**config.mk**
```make
export PLATFORM = sky130hd
export DESIGN_NAME = rx_cmd_sched
export DESIGN_NICKNAME = d
export VERILOG_FILES = /design/src/rtl/rx_cmd_sched.sv
export SDC_FILE = /design/constraint.sdc
export NUM_CORES = 1
export LEC_CHECK = 0
export ABC_AREA = 1
export BUFFER_PORTS_ARGS = -buffer_cell sky130_fd_sc_hd__buf_2
export CAP_MARGIN = 20
export CORE_ASPECT_RATIO = 1.75
export CORE_MARGIN = 1
export CORE_UTILIZATION = 45
export DETAILED_ROUTE_END_ITERATION = 6
export SLEW_MARGIN = 15
export SYNTH_ARGS = -nofsm -noshare
export SYNTH_HDL_FRONTEND = slang
export SYNTH_SLANG_ARGS = --single-unit
```
**constraint.sdc**
```tcl
create_clock -name i_clk_sys -period 6.5 [get_ports i_clk_sys]
set_clock_uncertainty 0.15 [all_clocks]
set_input_delay 0.325 -clock i_clk_sys [delete_from_list [all_inputs] [get_ports i_clk_sys]]
set_output_delay 0.325 -clock i_clk_sys [all_outputs]
set_load 0.02 [all_outputs]
```
**src/rtl/rx_cmd_sched.sv**
```systemverilog
`default_nettype none
//==============================================================================
// rx_cmd_sched : device-filtered command FIFO issuing req/ack config writes
// Rev 1.0
//==============================================================================
module rx_cmd_sched #(
   parameter logic [7:0] DEV_ID     = 8'h01,
   parameter int         FIFO_DEPTH = 4,
   parameter int         TIMEOUT_US = 1000
) (
   input  logic       i_clk_sys,
   input  logic       i_rst,
   input  logic       i_pluse_us,
   input  logic [7:0] i_cmdr_dev,
   input  logic [7:0] i_cmdr_mod,
   input  logic [7:0] i_cmdr_addr,
   input  logic [7:0] i_cmdr_data,
   input  logic       i_cmdr_vld,
   output logic [7:0] o_cfg_mod,
   output logic [7:0] o_cfg_addr,
   output logic [7:0] o_cfg_data,
   output logic       o_cfg_req,
   input  logic       i_cfg_ack,
   output logic       o_busy,
   output logic [7:0] o_ovf_cnt,
   output logic [7:0] o_tmo_cnt
);

   localparam int AW = (FIFO_DEPTH > 1) ? $clog2(FIFO_DEPTH) : 1;
   localparam int CW = AW + 1;
   localparam logic [CW-1:0] c_depth    = CW'(FIFO_DEPTH);
   localparam logic [15:0]   c_tmo_last = 16'(TIMEOUT_US - 1);
   localparam logic [7:0]    c_bcast    = 8'hFF;

   typedef enum logic [1:0] {
      ST_IDLE = 2'd0,
      ST_REQ  = 2'd1,
      ST_GAP  = 2'd2
   } state_t;

   logic [23:0]   r_mem [FIFO_DEPTH];
   logic [AW-1:0] r_wptr;
   logic [AW-1:0] r_rptr;
   logic [CW-1:0] r_count;
   state_t        r_state;
   logic [15:0]   r_us;
   logic [7:0]    r_mod;
   logic [7:0]    r_addr;
   logic [7:0]    r_data;
   logic          r_req;
   logic          r_busy;
   logic [7:0]    r_ovf;
   logic [7:0]    r_tmo;

   logic          w_accept;
   logic          w_pop;
   logic          w_push;
   logic          w_drop;
   logic          w_active_nxt;
   logic [CW-1:0] w_count_nxt;

   assign w_accept    = i_cmdr_vld && ((i_cmdr_dev == DEV_ID) || (i_cmdr_dev == c_bcast));
   assign w_pop       = (r_state == ST_IDLE) && (r_count != '0);
   // A full FIFO still accepts when the head leaves in the same cycle.
   assign w_push      = w_accept && ((r_count < c_depth) || w_pop);
   assign w_drop      = w_accept && !w_push;
   assign w_count_nxt = r_count + CW'(w_push) - CW'(w_pop);
   // Next state is non-IDLE when leaving IDLE with a pop or anywhere in REQ (REQ goes to REQ or GAP).
   assign w_active_nxt = w_pop || (r_state == ST_REQ);

   always_ff @(posedge i_clk_sys) begin
      if (w_push) begin
         r_mem[r_wptr] <= {i_cmdr_mod, i_cmdr_addr, i_cmdr_data};
      end
   end

   always_ff @(posedge i_clk_sys) begin
      if (i_rst) begin
         r_wptr  <= '0;
         r_rptr  <= '0;
         r_count <= '0;
         r_state <= ST_IDLE;
         r_us    <= '0;
         r_mod   <= '0;
         r_addr  <= '0;
         r_data  <= '0;
         r_req   <= 1'b0;
         r_busy  <= 1'b0;
         r_ovf   <= '0;
         r_tmo   <= '0;
      end else begin
         if (w_push) r_wptr <= r_wptr + AW'(1);
         if (w_pop)  r_rptr <= r_rptr + AW'(1);
         r_count <= w_count_nxt;
         r_busy  <= (w_count_nxt != '0) || w_active_nxt;
         if (w_drop && (r_ovf != 8'hFF)) r_ovf <= r_ovf + 8'd1;

         case (r_state)
            ST_IDLE: begin
               if (w_pop) begin
                  {r_mod, r_addr, r_data} <= r_mem[r_rptr];
                  r_us    <= '0;
                  r_req   <= 1'b1;
                  r_state <= ST_REQ;
               end
            end
            ST_REQ: begin
               if (i_cfg_ack) begin
                  r_req   <= 1'b0;
                  r_state <= ST_GAP;
               end else if (i_pluse_us) begin
                  if (r_us == c_tmo_last) begin
                     r_req   <= 1'b0;
                     r_state <= ST_GAP;
                     if (r_tmo != 8'hFF) r_tmo <= r_tmo + 8'd1;
                  end else begin
                     r_us <= r_us + 16'd1;
                  end
               end
            end
            ST_GAP:  r_state <= ST_IDLE;
            default: r_state <= ST_IDLE;
         endcase
      end
   end

   assign o_cfg_mod  = r_mod;
   assign o_cfg_addr = r_addr;
   assign o_cfg_data = r_data;
   assign o_cfg_req  = r_req;
   assign o_busy     = r_busy;
   assign o_ovf_cnt  = r_ovf;
   assign o_tmo_cnt  = r_tmo;

endmodule
`default_nettype wire
```
==> implementation parameters <==
Parameter                              Value

Yosys
  Number of register bits inferred by synthesis    163
  Sequential share of the synthesized area    0.594
  Yosys warning total    0
  Netlist area before placement    7110 um^2
  Number of distinct library cell variants in the gate-level netlist after synthesis    36
  Primary flip-flop cell chosen by synthesis mapping    sky130_fd_sc_hd__edfxtp_1
  Number of nets in the synthesized netlist    807
  Ranking of synthesized cells by area    sky130_fd_sc_hd__edfxtp_1 41%, sky130_fd_sc_hd__dfxtp_1 19%, sky130_fd_sc_hd__nor2_1 8.7%
  Most frequent cell after synthesis    sky130_fd_sc_hd__nor2_1
  Area fraction of the dominant cell type after synthesis    0.405
  Share of synthesized registers carrying an async set or reset    0
  Cell count after synthesis    760
  Cell types with the highest counts after synthesis    164 x sky130_fd_sc_hd__nor2_1, 109 x sky130_fd_sc_hd__nand2_1, 96 x sky130_fd_sc_hd__edfxtp_1
  Cell taking the most area after synthesis    sky130_fd_sc_hd__edfxtp_1
  Per-instance average area after synthesis    between 9 and 10 um^2
  Number of enable flip-flop cells after synthesis    96

Timing
  Max-slew headroom at the worst pin    0.329
  Number of endpoints with negative hold slack in the final report    0
  Top achievable clock speed    about 330 MHz
  Measured slew at the worst slew-check pin    1.01 ns
  Slew Limit Fails    0
  Setup tns final    0 ns
  Number of failing setup endpoints in the final timing report    0
  RSZ-0062 raised after global routing    false
  Part of the cycle the worst path needs    0.467
  Crit path setup slack, layout    ~3.5 ns
  Period minus WS final    between 3 and 4 ns

Pwr
  Power per cell area    385 nW/um^2
  IR Drop Worst-Case VDD    0.000219 V
  Leakage power of the design    3.30 nW

Worst setup path
  Worst path bufs/invs    4
  Slowest cell on the critical path    sky130_fd_sc_hd__inv_2
  Startpoint-to-endpoint class of the critical path    flop to flop
  R2R Setup Slk    3.46 ns
  Cell count of the worst reg-to-reg path    11
  Signal arrival time at the worst endpoint    3.15 ns
  Cell Chain, Critical Path    inv_1 > nand2_1 > inv_1 > o21ai_4 > inv_2 > ha_1 > inv_1 > ha_1 > fa_1 > nor4_1 > a21oi_1
  Required time at the worst-slack endpoint    6.62 ns
  CP Depth    11
  Setup crit start kind    flop
  Critical Path End Type    flop
  Worst Path Max Fanout    53
  Launch point of the worst reg-to-reg path    r_state[0]$_SDFFE_PP0P_
  Family with the most delay on the worst path    adder cells
  Peak per-stage delay on the critical path    about 0.61 ns
  R2r endpoint    o_busy$_SDFF_PP0_
  Most frequent cell on the critical path    sky130_fd_sc_hd__inv_1

Layout
  Fin cells    1055
  Final instance area    8540 um^2
  Fin util    0.555
  ANT cells    0
  Sequential cell area    4230 um^2
  Area of combinational cells with multiple inputs    2480 um^2
  Area Growth Syn to Fin    20.1%
  Share of post-route cells with drive strength above 1    0.171
  FILL cells    between 1000 and 1500
  Layout net count    between 900 and 1000

Clock network
  Sinks on the clock net    163
  Clk buf depth    2
  Clock input transition at the sequential cells of the worst setup and hold paths    around 0.060 ns
  Clk_lat worst skew    0.42 ns
  Clock buffer count from CTS    17
  H-tree levels    4
  Count of hold-fix buffers inserted at cts    24
  CTS tree    yes
  Buffer cell driving the clock tree root    sky130_fd_sc_hd__clkbuf_16
  Setup repair bufs after CTS    0
  Count of instances resized after the clock tree is built    0

Place
  Post-detail-place hpwl    roughly 10000 um
  Setup slack after placement    about 3.4 ns
  GPL Wtd Cong    0.855
  Total placed cells including tap cells    999
  Total cell area at the placement stage    7630 um^2
  Number of port buffers    roughly 80

Job
  Max-cap viol count    0

Global routing
  Via count of the first global-routing pass    5493
  GRT Util Overall    0.205
  Total gr overflow    0
  Wire length of the first global-routing pass    26300 um
  Number of antenna violations at the first check in global routing    0
  Largest net degree at the start of global routing    54

Worst hold path
  Type of the most critical hold path    primary input to flop
  Startpoint of the most critical hold path    i_cfg_ack
  Endpoint with the worst hold slack    r_state[0]$_SDFFE_PP0P_
  Number of instances on the worst hold path    5

Drt
  Wire length reported by the detailed router    16200 um
  Iteration count of the initial detailed-routing pass    4
  DRT iter0 DRCs    about 260
  Remaining number of nets flagged by the antenna check after routing    0
  Residual DRC count    0
  Routed length per placed instance    15.4 um
  Average via count per standard cell    5.21
  Vias post-DR    5494

Die
  Num ports    79
  Total Die Area    16300 um^2
  Core ar.    approximately 15000 um^2
  Number of rows in the core area    60
  Initial cell density of the core    0.462
  Vertical die dimension    168 um
  Die boundary width    between 90 and 100 um

Status
  Status    completed
layer usage:
layer,track usage,routed length (um)
met3,0.0345,527
met4,0.109,427
met1,0.212,6110
met2,0.389,9180
met5,0,0
cells in the final DEF (no fill, tap or decap), drive strengths merged, types with 6 or more instances in the layout:
| cell | n |
|---|---|
| a21oi | 27 |
| a31oi | 24 |
| buf | 84 |
| clkbuf | 18 |
| dfxtp | 67 |
| dlygate4sd3 | 24 |
| edfxtp | 96 |
| ha | 9 |
| inv | 72 |
| nand2 | 116 |
| nand3 | 27 |
| nand3b | 6 |
| nand4 | 22 |
| nor2 | 169 |
| o21ai | 82 |
| xor2 | 9 |
worst register-to-register path, stage by stage (launching register included):
cell                      delay, ns
sky130_fd_sc_hd__dfxtp_1       0.34
sky130_fd_sc_hd__inv_1         0.06
sky130_fd_sc_hd__nand2_1       0.06
sky130_fd_sc_hd__inv_1         0.09
sky130_fd_sc_hd__o21ai_4       0.09
sky130_fd_sc_hd__inv_2         0.61
sky130_fd_sc_hd__ha_1          0.41
sky130_fd_sc_hd__inv_1         0.06
sky130_fd_sc_hd__ha_1          0.18
sky130_fd_sc_hd__fa_1          0.46
sky130_fd_sc_hd__nor4_1        0.30
sky130_fd_sc_hd__a21oi_1       0.10
cell type report:
type                    instances  share of cell area
clock buffers                  18              0.0503
clock inverters                14              0.0286
inverters                      67              0.0295
multi-input cells             499               0.291
flip-flops and latches        163               0.495
well taps                     186              0.0273
repair buffers                108              0.0791
where the power goes:
| part | internal (mW) | leakage [nW] | switching (mW) |
|---|---|---|---|
| Combinational | 0.261 | 1.56 | 0.578 |
| Sequential | 1.20 | 1.41 | 0.117 |
| Clock | 0.699 | 0.328 | 0.436 |
kinds of logic (layout without fill, tap and decap cells):
group / Yosys count / count (layout) / synth area share
adder cells (fa/ha/maj): 10 / 10 / 0.0187
flip-flops: 163 / 163 / 0.594
buffers and inverters: 98 / 207 / 0.0583
XOR/XNOR: 9 / 9 / 0.0111
AO/OA/AOI/OAI: 135 / 135 / 0.107
AND/OR/NAND/NOR: 345 / 345 / 0.211
state kept, by name (all words and copies together) (netlist names), 2 cells and up:
signal	flops
o_cfg_addr	8
r_rptr	2
r_wptr	2
o_cfg_data	8
r_mem	96
o_tmo_cnt	8
r_us	16
r_state	2
o_ovf_cnt	8
r_count	3
o_cfg_mod	8
per-stage QoR:
stage,hold WS (ns),power (mW)
6_report,0.203,3.29
5_1_grt,0.238,3.46
4_1_cts,0.177,3.32
3_5_place_dp,0.344,2.17
3_3_place_gp,0.335,2.14
2_1_floorplan,0.274,1.94
worst max path at each step:
stage | startpoint | end | slack [ns]
3_5_place_dp | i_cmdr_dev[1] | o_busy$_SDFF_PP0_ | 3.40
2_1_floorplan | i_cmdr_dev[5] | r_mem[0][0]$_DFFE_PP_ | 3.89
4_1_cts | r_state[0]$_SDFFE_PP0P_ | o_busy$_SDFF_PP0_ | 3.43
6_report | r_state[0]$_SDFFE_PP0P_ | o_busy$_SDFF_PP0_ | 3.46
3_3_place_gp | i_cmdr_dev[5] | o_busy$_SDFF_PP0_ | 3.52
5_1_grt | r_count[1]$_SDFF_PP0_ | o_busy$_SDFF_PP0_ | 3.24
(Power assumes the default switching activity.)
